===== config.mk =====
export PLATFORM = sky130hd
export DESIGN_NAME = alu_pipe_flat
export DESIGN_NICKNAME = d
export VERILOG_FILES = /design/src/rtl/alu_pipe_if.sv /design/src/rtl/alu_pipe.sv /design/src/flat_wrapper.sv
export SDC_FILE = /design/constraint.sdc
export NUM_CORES = 1
export LEC_CHECK = 0
export CORE_MARGIN = 1
export CORE_UTILIZATION = 59
export DETAILED_ROUTE_END_ITERATION = 12
export PLACE_DENSITY = 0.88
export RECOVER_POWER = 25
export SYNTH_ARGS = -nofsm -noshare
export SYNTH_HDL_FRONTEND = slang
export SYNTH_SLANG_ARGS = --single-unit

===== constraint.sdc =====
create_clock -name clk -period 12.5 [get_ports clk]
set_input_delay 1.875 -clock clk [delete_from_list [all_inputs] [get_ports clk]]
set_output_delay 1.875 -clock clk [all_outputs]
set_load 0.02 [all_outputs]

===== src/rtl/alu_pipe_if.sv =====
// Operand/result bundle between operand fetch, alu_pipe and register writeback.
// Handshake: a beat moves on a rising edge where valid && ready are both 1;
// the producer holds its payload stable while valid=1 and ready=0.
interface alu_pipe_if #(
  parameter int WIDTH = 32
);
  logic             in_valid;
  logic             in_ready;
  logic [WIDTH-1:0] in_rn;
  logic [WIDTH-1:0] in_src2;
  logic [3:0]       in_op;
  logic             in_set_flags;
  logic             out_valid;
  logic             out_ready;
  logic [WIDTH-1:0] out_rd;
  logic             out_wb;
  logic [3:0]       out_flags;

  // Producer of operations and consumer of results.
  modport master (
    output in_valid, in_rn, in_src2, in_op, in_set_flags, out_ready,
    input  in_ready, out_valid, out_rd, out_wb, out_flags
  );

  // The ALU itself.
  modport slave (
    input  in_valid, in_rn, in_src2, in_op, in_set_flags, out_ready,
    output in_ready, out_valid, out_rd, out_wb, out_flags
  );
endinterface


===== src/rtl/alu_pipe.sv =====
// Registered ALU with NZCV flag register and a one-entry result register.
// One operation per cycle; carry-consuming ops read the architectural C flag
// as it stands on the accepting edge, so dependent ops chain without stalls.
module alu_pipe #(
  parameter int WIDTH = 32
) (
  input  logic      clk,
  input  logic      reset,
  alu_pipe_if.slave bus
);
  localparam logic [3:0] OP_AND = 4'h0, OP_EOR = 4'h1, OP_SUB = 4'h2, OP_RSB = 4'h3;
  localparam logic [3:0] OP_ADD = 4'h4, OP_ADC = 4'h5, OP_SBC = 4'h6, OP_RSC = 4'h7;
  localparam logic [3:0] OP_TST = 4'h8, OP_TEQ = 4'h9, OP_CMP = 4'hA, OP_CMN = 4'hB;
  localparam logic [3:0] OP_ORR = 4'hC, OP_MOV = 4'hD, OP_BIC = 4'hE, OP_MVN = 4'hF;

  logic [WIDTH-1:0] a, b, logic_res, res, rd_q;
  logic [WIDTH:0]   sum;
  logic             cin, is_arith, is_cmp, upd, v_new;
  logic             valid_q, wb_q, accept;
  logic [3:0]       flags_q, flags_next;

  // Single adder: subtraction feeds the inverted subtrahend with a carry-in.
  always_comb begin
    a        = bus.in_rn;
    b        = bus.in_src2;
    cin      = 1'b0;
    is_arith = 1'b1;
    unique case (bus.in_op)
      OP_SUB, OP_CMP: begin b = ~bus.in_src2; cin = 1'b1;       end
      OP_RSB:         begin a = bus.in_src2; b = ~bus.in_rn; cin = 1'b1; end
      OP_ADD, OP_CMN: begin cin = 1'b0;                         end
      OP_ADC:         begin cin = flags_q[1];                   end
      OP_SBC:         begin b = ~bus.in_src2; cin = flags_q[1]; end
      OP_RSC:         begin a = bus.in_src2; b = ~bus.in_rn; cin = flags_q[1]; end
      default:        begin is_arith = 1'b0;                    end
    endcase
    sum   = {1'b0, a} + {1'b0, b} + {{WIDTH{1'b0}}, cin};
    v_new = (a[WIDTH-1] == b[WIDTH-1]) && (sum[WIDTH-1] != a[WIDTH-1]);
  end

  // Logical/move results, final result select and next flag value.
  always_comb begin
    logic_res = '0;
    unique case (bus.in_op)
      OP_AND, OP_TST: logic_res = bus.in_rn & bus.in_src2;
      OP_EOR, OP_TEQ: logic_res = bus.in_rn ^ bus.in_src2;
      OP_ORR:         logic_res = bus.in_rn | bus.in_src2;
      OP_MOV:         logic_res = bus.in_src2;
      OP_BIC:         logic_res = bus.in_rn & ~bus.in_src2;
      OP_MVN:         logic_res = ~bus.in_rn;
      default:        logic_res = '0;
    endcase
    res        = is_arith ? sum[WIDTH-1:0] : logic_res;
    is_cmp     = (bus.in_op[3:2] == 2'b10);
    upd        = bus.in_set_flags || is_cmp;
    flags_next = flags_q;
    if (upd) begin
      // N and Z come from the computed value, before compare/test zeroing.
      flags_next = {res[WIDTH-1], (res == '0),
                    is_arith ? sum[WIDTH] : flags_q[1],
                    is_arith ? v_new      : flags_q[0]};
    end
  end

  assign bus.in_ready = !valid_q || bus.out_ready;
  assign accept       = bus.in_valid && bus.in_ready;

  // Result register and flag register; reset wins over any handshake.
  always_ff @(posedge clk) begin
    if (reset) begin
      valid_q <= 1'b0;
      rd_q    <= '0;
      wb_q    <= 1'b0;
      flags_q <= 4'b0000;
    end else if (accept) begin
      valid_q <= 1'b1;
      rd_q    <= is_cmp ? '0 : res;
      wb_q    <= !is_cmp;
      flags_q <= flags_next;
    end else if (valid_q && bus.out_ready) begin
      valid_q <= 1'b0;
    end
  end

  assign bus.out_valid = valid_q;
  assign bus.out_rd    = rd_q;
  assign bus.out_wb    = wb_q;
  assign bus.out_flags = flags_q;
endmodule


===== src/flat_wrapper.sv =====
// flat-port wrapper written by rule: the top's interface ports become plain ports
module alu_pipe_flat 
#(
  parameter int WIDTH = 32
)
  (clk, reset, bus_in_valid, bus_in_rn, bus_in_src2, bus_in_op, bus_in_set_flags, bus_out_ready, bus_in_ready, bus_out_valid, bus_out_rd, bus_out_wb, bus_out_flags);
  alu_pipe_if #(.WIDTH(WIDTH)) bus_i ();
  input  logic clk;
  input  logic reset;
  input wire logic [$bits(bus_i.in_valid)-1:0] bus_in_valid;
  input wire logic [$bits(bus_i.in_rn)-1:0] bus_in_rn;
  input wire logic [$bits(bus_i.in_src2)-1:0] bus_in_src2;
  input wire logic [$bits(bus_i.in_op)-1:0] bus_in_op;
  input wire logic [$bits(bus_i.in_set_flags)-1:0] bus_in_set_flags;
  input wire logic [$bits(bus_i.out_ready)-1:0] bus_out_ready;
  output wire logic [$bits(bus_i.in_ready)-1:0] bus_in_ready;
  output wire logic [$bits(bus_i.out_valid)-1:0] bus_out_valid;
  output wire logic [$bits(bus_i.out_rd)-1:0] bus_out_rd;
  output wire logic [$bits(bus_i.out_wb)-1:0] bus_out_wb;
  output wire logic [$bits(bus_i.out_flags)-1:0] bus_out_flags;
  assign bus_i.in_valid = bus_in_valid;
  assign bus_i.in_rn = bus_in_rn;
  assign bus_i.in_src2 = bus_in_src2;
  assign bus_i.in_op = bus_in_op;
  assign bus_i.in_set_flags = bus_in_set_flags;
  assign bus_i.out_ready = bus_out_ready;
  assign bus_in_ready = bus_i.in_ready;
  assign bus_out_valid = bus_i.out_valid;
  assign bus_out_rd = bus_i.out_rd;
  assign bus_out_wb = bus_i.out_wb;
  assign bus_out_flags = bus_i.out_flags;
  alu_pipe #(.WIDTH(WIDTH)) u_core (.clk(clk), .reset(reset), .bus(bus_i));
endmodule

* Word-level counts from Yosys, hierarchy flattened *
Cells that the tools add are included.

storage, ports and cells
  register bits = 38
  latch bits = 0
  RAM bits = 0
  ROM bits = 0
  input bits = 73
  output and inout port bits = 39
  memories = 0

operators by class
  add/subtract/negate cells = 2
  multiply operators = 0
  div/mod/pow operators = 0
  magnitude comparators = 0
  eq/ne operators = 18
  shift-type cells = 0
  multiplexer cells = 9
  bitwise logic cells = 6
  reduce and logical (&&, ||, !) cells = 19

operator list
  kind                  count
  $pmux W32 S6          1
  $mux W32              3
  $and A32 B32 Y32      2
  $not A32 Y32          2
  $pmux W32 S2          1
  $add A32 B32 Y33      1
  $add A33 B1 Y33       1
  $eq A4 B4 Y1 const B  8
  $logic_not A32 Y1     1
  $or A32 B32 Y32       1
  $xor A32 B32 Y32      1
  $eq A4 B3 Y1 const B  4
  $reduce_or A3 Y1      3
  $eq A4 B2 Y1 const B  2
  $reduce_or A8 Y1      1
  $reduce_or A2 Y1      3
  $eq A4 B1 Y1 const B  1
  $logic_not A4 Y1      1
  $logic_and A1 B1 Y1   3
  $mux W1               3
  $reduce_and A3 Y1     1
  $eq A2 B2 Y1 const B  1
  $logic_not A1 Y1      2
  $logic_or A1 B1 Y1    2
  other kinds (5)       5

* Depth between registers and ports, before layout *
Gate-level depths: netlist (run 1).

  depth after elaboration = 7
  depth in mapped cells = 24

* Worst setup path before layout (run 1) *
No wires, ideal clock.

  path type = input to register
  start point = input bus_in_op[0]
  end point = register u_core.flags_q[2], in the netlist u_core.bus.out_flags[2]
  arrival = 7.057 ns
  path slack = 5.374 ns
  stages on the path = 21
  cell sequence = buf_2 -> clkbuf_1 -> clkbuf_1 -> nand2_1 -> or2_2 -> clkbuf_1 -> clkbuf_1 -> clkbuf_1 -> o21ai_0 -> fa_1 -> fa_1 -> xnor2_1 -> a21oi_2 -> a2111oi_4 -> or4b_1 -> or4_1 -> or4_1 -> or4_1 -> nor4_1 -> nand4_1 -> o21ai_1

between the ends
  word-level cells in the longest chain between the ends = 7
  elaborated cells between the ends (all ways) = 32

ends and longest elaborated chain
  element                                                         RTL line            source
  from (decl)                                                     flat_wrapper.sv:13  input wire logic [$bits(bus_i.in_op)-1:0] bus_in_op;
  $eq A4 B2 Y1, or another cell as far along                      alu_pipe.sv:28      unique case (bus.in_op)
  $reduce_or A3 Y1 (no line) or $reduce_or A2 Y1 (tied branches)  n/a
  $pmux W32 S2 or $mux W32 (tied branches)                        alu_pipe.sv:28
  $add A32 B32 Y33                                                alu_pipe.sv:37      sum = {1'b0, a} + {1'b0, b} + {{WIDTH{1'b0}}, cin};
  $add A33 B1 Y33                                                 alu_pipe.sv:37
  $mux W32 (*)                                                    alu_pipe.sv:53      res = is_arith ? sum[WIDTH-1:0] : logic_res;
  $logic_not A32 Y1 (*)                                           alu_pipe.sv:59      flags_next = {res[WIDTH-1], (res == '0),
  to (signal assigned)                                            alu_pipe.sv:79      flags_q <= flags_next;
  to (decl)                                                       alu_pipe.sv:20      logic [3:0] flags_q, flags_next;

Mark *: on every way between the ends. The rest lies on a longest branch, timed or not.
A chain may end at the register's enable or synchronous reset.

* Final worst setup path (run 1) *
  start point = input bus_in_op[3]
  end point = register u_core.flags_q[2], in the netlist u_core.bus.out_flags[2]

between the ends
  word-level cells in the longest chain between the ends = 7
  elaborated cells between the ends (all ways) = 35

ends and longest elaborated chain
  element                                                         RTL line
  $eq A4 B2 Y1, or another cell as far along                      alu_pipe.sv:28
  $reduce_or A3 Y1 (no line) or $reduce_or A2 Y1 (tied branches)  n/a
  $pmux W32 S2 or $mux W32 (tied branches)                        alu_pipe.sv:28
  $add A32 B32 Y33                                                alu_pipe.sv:37
  $add A33 B1 Y33                                                 alu_pipe.sv:37
  $mux W32                                                        alu_pipe.sv:53
  $logic_not A32 Y1                                               alu_pipe.sv:59

Parallel ways exist; a longest one is shown, timed or not.

==> results.md, run 1 <==
* Outcome: finished with violations
* Failing checks: capacitance limit, slew limit
* Yosys top cell area share at 12.3%
* Fin nets at approximately 1200
* Sink Count at 38
* Wirelength per Cell at roughly 18 um
* RSZ-0062 raised after global routing: no
* Mapped Cells at about 1000
* Via count at about 8000
* Synth top area cells: ha_1 12%, o21ai_0 12%, dfxtp_1 12%, nand2_1 8.9%, a21oi_1 6.3%
* CP Capture Type: flip-flop
* EDFF count, synth at 0
* First-iteration detailed-routing DRC count at between 700 and 800
* # H-tree levels at 2
* Average size of a mapped cell at between 6 and 7 sq um
* Most used DFF post-synth: dfxtp_1
* Die width at between 100 and 150 um
* Share of flip-flops with an asynchronous set or reset at 0%
* FF+latch area at 761 sq um
* Post-CTS sizing at 0
* Layout area overhead at 19.3%
* Net count after synthesis at 1139
* Starting density of the core at ~61%
* Root buffer cell: clkbuf_8
* Pins Over Slew Limit at 41
* Slew HR at -10.9%
* Crit start category: input port
* Area occupied by multi-input gates at 5100 sq um
* Post-Syn Area at about 6400 sq um
* Post-synth cell types at ~70
* Share of cells above drive strength 1 at under 10%
* Synth area leader: ha_1
* Synth top cells by count: 157 x o21ai_0, 152 x nand2_1, 80 x a21oi_1, 75 x nor2_1, 74 x inv_1
* CTS tree: built
* Final non-filler cell total at 1207
* Worst-Margin Slew at between 1.5 and 2 ns
* Routability cong. at roughly 1
* ANT nets after route at 0
* HPWL Detailed at ~16 mm
* Final hold vios at 0
* Final setup fails at 0
* Period utilisation layout at around 64%
* Clock buffer depth at 2
* Placeable Area at around 10000 sq um
* Synth Warn # at 0
* Detailed Route WL at 22.0 mm
* Crit path kind: input port to flip-flop
* Yosys reg bits at 38
* Maximum VDD drop at roughly 0.000077 V
* PwrDens at slightly above 80 nW/um^2
* Pre-antenna DRT Iters at 5
* Via density at roughly 6.6
* Pin count of the biggest net entering global routing at 59
* Most numerous cell in the Yosys netlist: o21ai_0
* Diodes inserted at 0
* Skew-Pair Late Insertion Delay at just under 0.3 ns
* Final setup skew at between 0.005 and 0.006 ns
* Hold_buf cts at 0
* Fill cells at approximately 900
* Port bufs at between 100 and 150
* CP arrival at slightly above 8 ns
* Post-synthesis sequential area ratio at around an eighth
* Setup TNS at 0 ns
* Post-layout minimum cycle time at a little over 8 ns
* Worst hold path class: flip-flop to flip-flop
* Vias in the first global route at just over 7000
* Drt drc at 0
* # Max-Cap Violations at 1
* Num ports at about 110
* Number of buffers created by CTS at 5
* Global-route wire length before repair at 34.7 mm
* # Post-CTS Setup Buffers at 0
* Total track usage at 38.1%
* Req. time, crit path at between 10 and 15 ns
* Die span in y at 106 um
* Crit Path Max Fanout at 58
* Maximum achievable frequency at about 0.12 GHz
* Num rows at 37
* Leak at 3.24 nW
* Clock slew at reported path FFs at 0.08 ns
* Placed cells at between 1000 and 1500
* Overflow after GRT at 0
* DIE AREA at 11200 sq um
* Initial antenna violation count at 0
worst max-delay path: stages:
cell,delay [ns]
clkdlybuf4s50_1,0.76
or2_2,0.60
buf_4,0.53
o21ai_2,0.12
buf_4,0.29
nand2_1,0.11
o21ai_0,0.07
o21ai_0,0.14
ha_1,0.29
a211oi_1,0.36
o211ai_1,0.23
a21boi_0,0.37
mux2i_1,0.12
a2111oi_0,1.05
nand4_1,0.17
or4_1,0.55
nor4_1,0.33
nand4_1,0.14
o21ai_1,0.13
power by group:
group	switching (mW)	internal [mW]	total, mW	leakage [nW]
Sequential	0.00499	0.131	0.136	0.311
Clock	0.0456	0.0444	0.0900	0.0472
Combinational	0.237	0.155	0.391	2.88
layout make-up:
class | count | area share, %
multi-input cells | 825 | 67.0
repair buffers | 125 | 15.9
flip-flops and latches | 38 | 9.99
inverters | 75 | 3.70
well taps | 136 | 2.23
clock buffers | 6 | 1.08
clock inverters | 2 | 0.164
sequential cells by signal, summed over array words and instances (netlist names):
signal and flops:
u_core.bus.out_wb 1, u_core.bus.out_flags 4, u_core.bus.out_valid 1, u_core.bus.out_rd 32
path summary, 6_finish.rpt:
| check | startpoint | to | slack, ns | cells past startpoint |
|---|---|---|---|---|
| setup reg to reg | u_core.bus.out_flags[1]$_SDFFE_PP0P_ | u_core.bus.out_flags[2]$_SDFFE_PP0P_ | 7.68 | 14 |
| setup / recovery | bus_in_op[3] | u_core.bus.out_flags[2]$_SDFFE_PP0P_ | 4.45 | 19 |
| hold / removal | u_core.bus.out_wb$_SDFFE_PP0P_ | u_core.bus.out_wb$_SDFFE_PP0P_ | 0.45 | 2 |
| hold reg to reg | u_core.bus.out_wb$_SDFFE_PP0P_ | u_core.bus.out_wb$_SDFFE_PP0P_ | 0.45 | 2 |
logic make-up (layout without fill, tap and decap cells):
kind of cell / count (synthesis) / count (layout) / synth area share [%]
flip-flops: 38 / 38 / 11.9
buffers and inverters: 138 / 208 / 8.29
multiplexers: 6 / 6 / 0.941
adder cells (fa/ha/maj): 65 / 65 / 13.0
XOR/XNOR: 19 / 19 / 2.61
AND/OR/NAND/NOR: 337 / 337 / 24.3
AO/OA/AOI/OAI: 398 / 398 / 39.0
layout by cell type, fill, tap and decap left out, types with 7 or more instances in the layout:
| cell type | instances |
|---|---|
| a211oi_1 | 8 |
| a21o_1 | 15 |
| a21oi_1 | 80 |
| a221oi_1 | 11 |
| a22oi_1 | 21 |
| buf_4 | 13 |
| clkdlybuf4s50_1 | 92 |
| dfxtp_1 | 38 |
| dlygate4sd3_1 | 18 |
| ha_1 | 63 |
| inv_1 | 74 |
| nand2_1 | 152 |
| nand2b_1 | 9 |
| nand3_1 | 15 |
| nand4_1 | 9 |
| nor2_1 | 74 |
| nor2b_1 | 9 |
| nor3_1 | 17 |
| o211ai_1 | 27 |
| o21ai_0 | 157 |
| o221ai_1 | 11 |
| o22ai_1 | 8 |
| o31ai_1 | 7 |
| or3_1 | 8 |
| xnor2_1 | 16 |
routing by layer:
| layer | part of all wire, % | global-route usage, % | vias to the layer above |
|---|---|---|---|
| li1 | - | - | 3800 |
| met1 | 40 | 47.8 | 3566 |
| met2 | 44 | 62.2 | 471 |
| met3 | 10 | 5.52 | 88 |
| met4 | 5.9 | 21.7 | 0 |
| met5 | 0 | 0 | - |
metrics by stage:
step / hold slack (ns) / cell area (sq um) / util (%) / total power, mW / worst slack [ns]
2_1_floorplan: 0.529 / 6380 / - / 0.393 / 5.37
3_3_place_gp: 0.442 / 7520 / 72.2 / 0.515 / 4.63
3_5_place_dp: 0.447 / 7520 / 72.2 / 0.519 / 4.40
4_1_cts: 0.458 / 7620 / 73.2 / 0.608 / 4.68
5_1_grt: 0.484 / 7620 / 73.1 / 0.655 / 4.11
6_report: 0.454 / 7620 / 73.1 / 0.617 / 4.45
Power figures use the tool's default switching activity.
==> run 2: changes to the inputs <==
Settings changed: CORE_UTILIZATION 59 to 50, PLACE_DENSITY 0.88 to 0.79.
Clock period 12.5 ns to 7.2 ns, I/O delays scaled along.
==> run 2 against run 1 <==
  * The run still ends with capacitance limit, slew limit left
  * Clock skew decreased by 0.0031 ns
  * Combinational power rose by 74%
  * Design area grew 1.8%
  * Worst setup slack lost 3.5 ns
  * Total power grew 84%
  * Routed wire length up 3.0%
  * Cell count rose by 3.1%
  * Core utilization decreased by 9.6 points
  * Sequential share of layout area decreased by 0.18 points
  * First-iteration DRC count grew 0.67%
  * Largest cell class unchanged
==> results.md, run 2 (synthesis results as in run 1) <==
* Outcome: finished with violations (unchanged)
* Failing checks: capacitance limit, slew limit (unchanged)
* HPWL Detailed at 16.7 mm (was 16.0 mm)
* Die width at 115 um (was 106 um)
* RSZ-0062 raised after global routing: no (unchanged)
* Global-route wire length before repair at 35.7 mm (was 34.7 mm)
* Layout area overhead at 21.4% (was 19.3%)
* Clock buffer depth at 2 (unchanged)
* Clock slew at reported path FFs at 0.05 ns (was 0.08 ns)
* Period utilisation layout at between 80% and 90%
* Vias in the first global route at 7024 (was 7146)
* Routability cong. at 0.959 (was 1.00)
* Overflow after GRT at 0 (unchanged)
* Via density at 6.41 (was 6.57)
* Crit start category: input port (unchanged)
* Final setup skew at 0.00194 ns (was 0.00508 ns)
* Slew HR at -10.8% (was -10.9%)
* Final setup fails at 0 (unchanged)
* CTS tree: built (unchanged)
* Area occupied by multi-input gates at 5100 sq um (unchanged)
* Placeable Area at 12200 sq um (was 10400 sq um)
* FF-to-FF Start: u_core.bus.out_flags[1]$_SDFFE_PP0P_ (unchanged)
* Post-CTS sizing at 0 (unchanged)
* Reg2Reg Setup Slack at 2.53 ns (was 7.68 ns)
* # Post-CTS Setup Buffers at 0 (unchanged)
* Maximum achievable frequency at ~0.16 GHz
* Most common cell after layout, fill and taps aside: o21ai_0 (unchanged)
* Pre-antenna DRT Iters at 5 (unchanged)
* Skew-Pair Late Insertion Delay at 0.28 ns (was 0.29 ns)
* Num ports at 112 (unchanged)
* Post-layout minimum cycle time at slightly above 6 ns
* Pins Over Slew Limit at 41 (unchanged)
* Crit path kind: input port to flip-flop (unchanged)
* Diodes inserted at 0 (unchanged)
* Wirelength per Cell at 18.2 um (about the same)
* Port bufs at 111 (unchanged)
* CP arrival at 6.44 ns (was 8.28 ns)
* Num rows at 40 (was 37)
* Hold_buf cts at 0 (unchanged)
* FF+latch area at 761 sq um (unchanged)
* Worst-Margin Slew at 1.66 ns (about the same)
* CP Capture Type: flip-flop (unchanged)
* Root buffer cell: clkbuf_16 (was clkbuf_8)
* Final Util at 63.5% (was 73.1%)
* Via count at 7976 (was 7925)
* Most frequent cells in the layout: 157 x o21ai_0, 152 x nand2_1, 92 x clkdlybuf4s50_1 (unchanged)
* Final Hold Slack at 0.461 ns (was 0.454 ns)
* Leak at 3.30 nW (was 3.24 nW)
* ANT nets after route at 0 (unchanged)
* Drt drc at 0 (unchanged)
* Hold Path Origin: u_core.bus.out_flags[0]$_SDFFE_PP0P_ (was u_core.bus.out_wb$_SDFFE_PP0P_)
* Detailed Route WL at 22.6 mm (was 22.0 mm)
* Starting density of the core at 52.3% (was 61.3%)
* Total track usage at 34.1% (was 38.1%)
* PwrDens at 147 nW/um^2 (was 81.0 nW/um^2)
* Crit Path Max Fanout at 13 (was 58)
* Fill cells at 1198 (was 899)
* DIE AREA at 13200 sq um (was 11200 sq um)
* Initial antenna violation count at 0 (unchanged)
* Share of cells above drive strength 1 at 4.18% (was 3.73%)
* Worst hold path class: flip-flop to flip-flop (unchanged)
* Number of buffers created by CTS at 5 (unchanged)
* # Max-Cap Violations at 1 (unchanged)
* Fin nets at 1214 (was 1208)
* Setup crit start: bus_in_op[3] (unchanged)
* Final hold vios at 0 (unchanged)
* Maximum VDD drop at 0.000116 V (was 0.0000775 V)
* Setup TNS at 0 ns (unchanged)
* # H-tree levels at 2 (unchanged)
* Max reg flops at 32 (unchanged)
* Req. time, crit path at 7.41 ns (was 12.73 ns)
* First-iteration detailed-routing DRC count at 752 (was 747)
* Pin count of the biggest net entering global routing at 49 (was 59)
* Die span in y at 115 um (was 106 um)
* Sink Count at 38 (unchanged)
run 2: cell count changes in the layout (fill, tap and decap cells not counted), sizes merged:
cell and change:
clkbuf +1, buf +6, clkinvlp -1
run 2: path summary, 6_finish.rpt:
kind,to,cells after the start
setup / recovery,u_core.bus.out_flags[2]$_SDFFE_PP0P_,18
setup reg to reg,u_core.bus.out_flags[2]$_SDFFE_PP0P_,14
hold reg to reg,u_core.bus.out_flags[0]$_SDFFE_PP0P_,2
hold / removal,u_core.bus.out_flags[0]$_SDFFE_PP0P_,2
run 2: power by group:
group / switching (mW) / total [mW] / internal, mW
sequential: 0.00909 / 0.236 / 0.227
combinational: 0.410 / 0.682 / 0.272
clock: 0.0807 / 0.218 / 0.137
run 2: metrics by stage:
| step | power, mW | setup slack (ns) | area [sq um] | std cells |
|---|---|---|---|---|
| floorplan | 0.683 | 0.869 | 6380 | 1001 |
| global route | 1.21 | 0.704 | 7750 | 1245 |
| global placement | 0.900 | 0.926 | 7610 | 1237 |
| CTS | 1.12 | 1.05 | 7760 | 1245 |
| detailed placement | 0.906 | 0.790 | 7610 | 1237 |
| finish | 1.14 | 0.971 | 7750 | 1245 |
run 2: critical path, stage by stage:
cell,delay (ns)
clkdlybuf4s50_1,0.45
buf_4,0.18
and2_1,0.43
nor2_2,0.08
o21ai_0,0.15
o21ai_0,0.13
fa_1,0.44
fa_1,0.48
xnor2_1,0.21
a21oi_2,0.08
a2111oi_4,0.32
or4b_1,0.45
or4_1,0.39
or4_1,0.41
or4_1,0.57
nor4_1,0.30
nand4_1,0.14
o21ai_1,0.13
run 2: layout make-up:
cell class	count	share of cell area (%)
Sequential cell	38	9.81
Tap cell	168	2.71
Clock buffer	7	1.84
Multi-Input combinational cell	825	65.8
Clock inverter	1	0.0645
Inverter	75	3.63
Timing Repair Buffer	131	16.2
run 2: per-layer routing:
metal  vias to the layer above  global-route usage (%)  part of all wire (%)
li1                       3814                       -                     -
met1                      3622                    44.9                    41
met2                       458                    54.7                    44
met3                        82                    3.74                   9.3
met4                         0                    18.8                   5.6
met5                         -                       0                     0
==> run 3: changes to the inputs <==
--- a/config.mk
+++ b/config.mk
@@ -7,7 +7,8 @@
 export LEC_CHECK = 0
 export CORE_MARGIN = 1
-export CORE_UTILIZATION = 50
+export CORE_UTILIZATION = 51
+export CTS_BUF_LIST = sky130_fd_sc_hd__clkbuf_2 sky130_fd_sc_hd__clkbuf_4 sky130_fd_sc_hd__clkbuf_8
 export DETAILED_ROUTE_END_ITERATION = 12
-export PLACE_DENSITY = 0.79
+export PLACE_DENSITY = 0.81
 export RECOVER_POWER = 25
 export SYNTH_ARGS = -nofsm -noshare
==> constraint.sdc (replaced) <==
create_clock -name clk -period 7.2 [get_ports clk]
set_input_delay 1.44 -clock clk [delete_from_list [all_inputs] [get_ports clk]]
set_output_delay 1.44 -clock clk [all_outputs]
set_load 0.05 [all_outputs]
==> run 3 against run 2 <==
  * The run still ends with capacitance limit, slew limit left
  * Core utilization increased by 0.13 points
  * Hold slack got worse by 0.0083 ns
  * First-iteration DRC count increased by 23%
  * Maximum frequency decreased by 3.8%
  * Combinational power increased by 5.1%
  * Die area decreased by 1.9%
  * Sequential power about the same
  * Register-to-register slack got worse by 0.02 ns
  * Clock skew increased by 0.0018 ns
  * Clock power decreased by 29%
  * Non-clock buffer count increased by 1
==> results.md, run 3 (synthesis results as in run 1) <==
* CP arrival at 6.70 ns (was 6.44 ns)
* Via density at 6.30 (was 6.41)
* Initial antenna violation count at 0 (unchanged)
* Crit Path Max Fanout at 25 (was 13)
* Clock buffer depth at 2 (unchanged)
* Most frequent cells in the layout: 157 x o21ai_0, 152 x nand2_1, 92 x clkdlybuf4s50_1 (unchanged)
* Total track usage at 33.7% (was 34.1%)
* Wirelength per Cell at 17.8 um (was 18.2 um)
* Vias in the first global route at 7074 (was 7024)
* Worst-case reg-to-reg path depth at 14 (unchanged)
* Final setup skew at 0.00376 ns (was 0.00194 ns)
* Routability cong. at 1.00 (was 0.959)
* Layout area overhead at 20.7% (was 21.4%)
* Leak at 3.28 nW (was 3.30 nW)
* Final Util at 63.6% (was 63.5%)
* PwrDens at 144 nW/um^2 (was 147 nW/um^2)
* Period utilisation layout at 89.9% (was 86.5%)
* # Max-Cap Violations at 1 (unchanged)
* # Post-CTS Setup Buffers at 0 (unchanged)
* Die width at 114 um (was 115 um)
* Switching Share at 47.6% (was 44.0%)
* Reg2Reg Setup Slack at 2.51 ns (was 2.53 ns)
* Clock power share at 14.0% (was 19.2%)
* Crit start category: input port (unchanged)
* RSZ-0062 raised after global routing: no (unchanged)
* Outcome: finished with violations (unchanged)
* HPWL Detailed at 16.5 mm (was 16.7 mm)
* NetSw at 0.528 mW (was 0.499 mW)
* Most common cell after layout, fill and taps aside: o21ai_0 (unchanged)
* Fill cells at 1168 (was 1198)
* Global-route wire length before repair at 35.0 mm (was 35.7 mm)
* Drt drc at 0 (unchanged)
* Die span in y at 114 um (was 115 um)
* Final hold vios at 0 (unchanged)
* Placed cell area at 7610 sq um (about the same)
* Skew-Pair Late Insertion Delay at 0.29 ns (was 0.28 ns)
* Share of cells above drive strength 1 at 4.27% (was 4.18%)
* Number of buffers created by CTS at 5 (unchanged)
* Pre-antenna DRT Iters at 6 (was 5)
* Pins Over Slew Limit at 41 (unchanged)
* # H-tree levels at 2 (unchanged)
* Num ports at 112 (unchanged)
* Post-CTS sizing at 0 (unchanged)
* Final setup fails at 0 (unchanged)
* Fin nets at 1215 (was 1214)
* Setup TNS at 0 ns (unchanged)
* Comb power frac at 64.7% (was 60.0%)
* Crit path kind: input port to flip-flop (unchanged)
* Detailed Route WL at 22.2 mm (was 22.6 mm)
* Pin count of the biggest net entering global routing at 52 (was 49)
* Post-layout minimum cycle time at 6.47 ns (was 6.23 ns)
* Hold Path Depth at 2 (unchanged)
* Root buffer cell: clkbuf_8 (was clkbuf_16)
* Fin area at 7710 sq um (was 7750 sq um)
* Diodes inserted at 0 (unchanged)
* Slew HR at -10.7% (was -10.8%)
* Clock slew at reported path FFs at 0.07 ns (was 0.05 ns)
* Num rows at 40 (unchanged)
* Seq pwr share at 21.3% (was 20.8%)
* Maximum VDD drop at 0.0000832 V (was 0.000116 V)
* Overflow after GRT at 0 (unchanged)
* Sink Count at 38 (unchanged)
* Worst hold path class: flip-flop to flip-flop (unchanged)
* Via count at 7844 (was 7976)
* Port bufs at 111 (unchanged)
* DIE AREA at 13000 sq um (was 13200 sq um)
* Placeable Area at 12100 sq um (was 12200 sq um)
* CTS tree: built (unchanged)
* Hold_buf cts at 0 (unchanged)
* Worst-Margin Slew at 1.66 ns (about the same)
* Max reg flops at 32 (unchanged)
* First-iteration detailed-routing DRC count at 923 (was 752)
* Failing checks: capacitance limit, slew limit (unchanged)
* Req. time, crit path at 7.43 ns (was 7.41 ns)
* Maximum achievable frequency at 0.154 GHz (was 0.161 GHz)
* ANT nets after route at 0 (unchanged)
* Pint at 0.580 mW (was 0.636 mW)
* CP Capture Type: flip-flop (unchanged)
* Starting density of the core at 52.7% (was 52.3%)
## run 3: path summary, 6_finish.rpt
check	from	end
setup / recovery	bus_in_op[1]	u_core.bus.out_flags[2]$_SDFFE_PP0P_
hold reg to reg	u_core.bus.out_wb$_SDFFE_PP0P_	u_core.bus.out_wb$_SDFFE_PP0P_
hold / removal	u_core.bus.out_wb$_SDFFE_PP0P_	u_core.bus.out_wb$_SDFFE_PP0P_
setup reg to reg	u_core.bus.out_flags[1]$_SDFFE_PP0P_	u_core.bus.out_flags[2]$_SDFFE_PP0P_
## run 3: per-stage QoR
stage | worst slack [ns] | instances | total power, mW | hold slack [ns]
after floorplan | 0.509 | 1001 | 0.721 | 0.668
after global placement | 0.622 | 1238 | 0.935 | 0.444
after detailed placement | 0.524 | 1238 | 0.942 | 0.450
after CTS | 0.792 | 1246 | 1.10 | 0.460
after global routing | 0.485 | 1246 | 1.18 | 0.480
final | 0.727 | 1246 | 1.11 | 0.452
## run 3: per-layer routing
layer / routed length (um) / GRT usage [%]
met1: 9390 / 43.6
met2: 9730 / 54.3
met5: 0 / 0
met4: 1090 / 17.3
met3: 1990 / 4.99
## run 3: power by group through the flow
stage	sequential, mW	clock (mW)	combinational (mW)
after floorplan	0.298	0	0.423
after global placement	0.241	0	0.694
after detailed placement	0.241	0	0.701
after CTS	0.236	0.156	0.705
after global routing	0.237	0.166	0.778
final	0.236	0.155	0.717
## run 3: critical path, cell delays in order
cell	delay, ns
clkdlybuf4s50_1	0.50
buf_4	0.28
nand2b_1	0.16
o21ai_2	0.15
nand2_1	0.06
o21ai_0	0.07
o21ai_0	0.13
fa_1	0.44
fa_1	0.48
xnor2_1	0.20
a21oi_2	0.07
a2111oi_4	0.32
or4b_1	0.47
or4_1	0.41
or4_1	0.43
or4_1	0.58
nor4_1	0.28
nand4_1	0.12
o21ai_1	0.12
## run 3: area by class of cell
class                      instances  area, sq um  share of cell area (%)
multi-input combinational        825         5100                    66.2
inverter                          75          282                    3.65
clock buffer                       7         90.1                    1.17
sequential                        38          761                    9.87
tap                              168          210                    2.73
clock inverter                     1         5.00                  0.0649
timing repair buffer             132         1260                    16.4
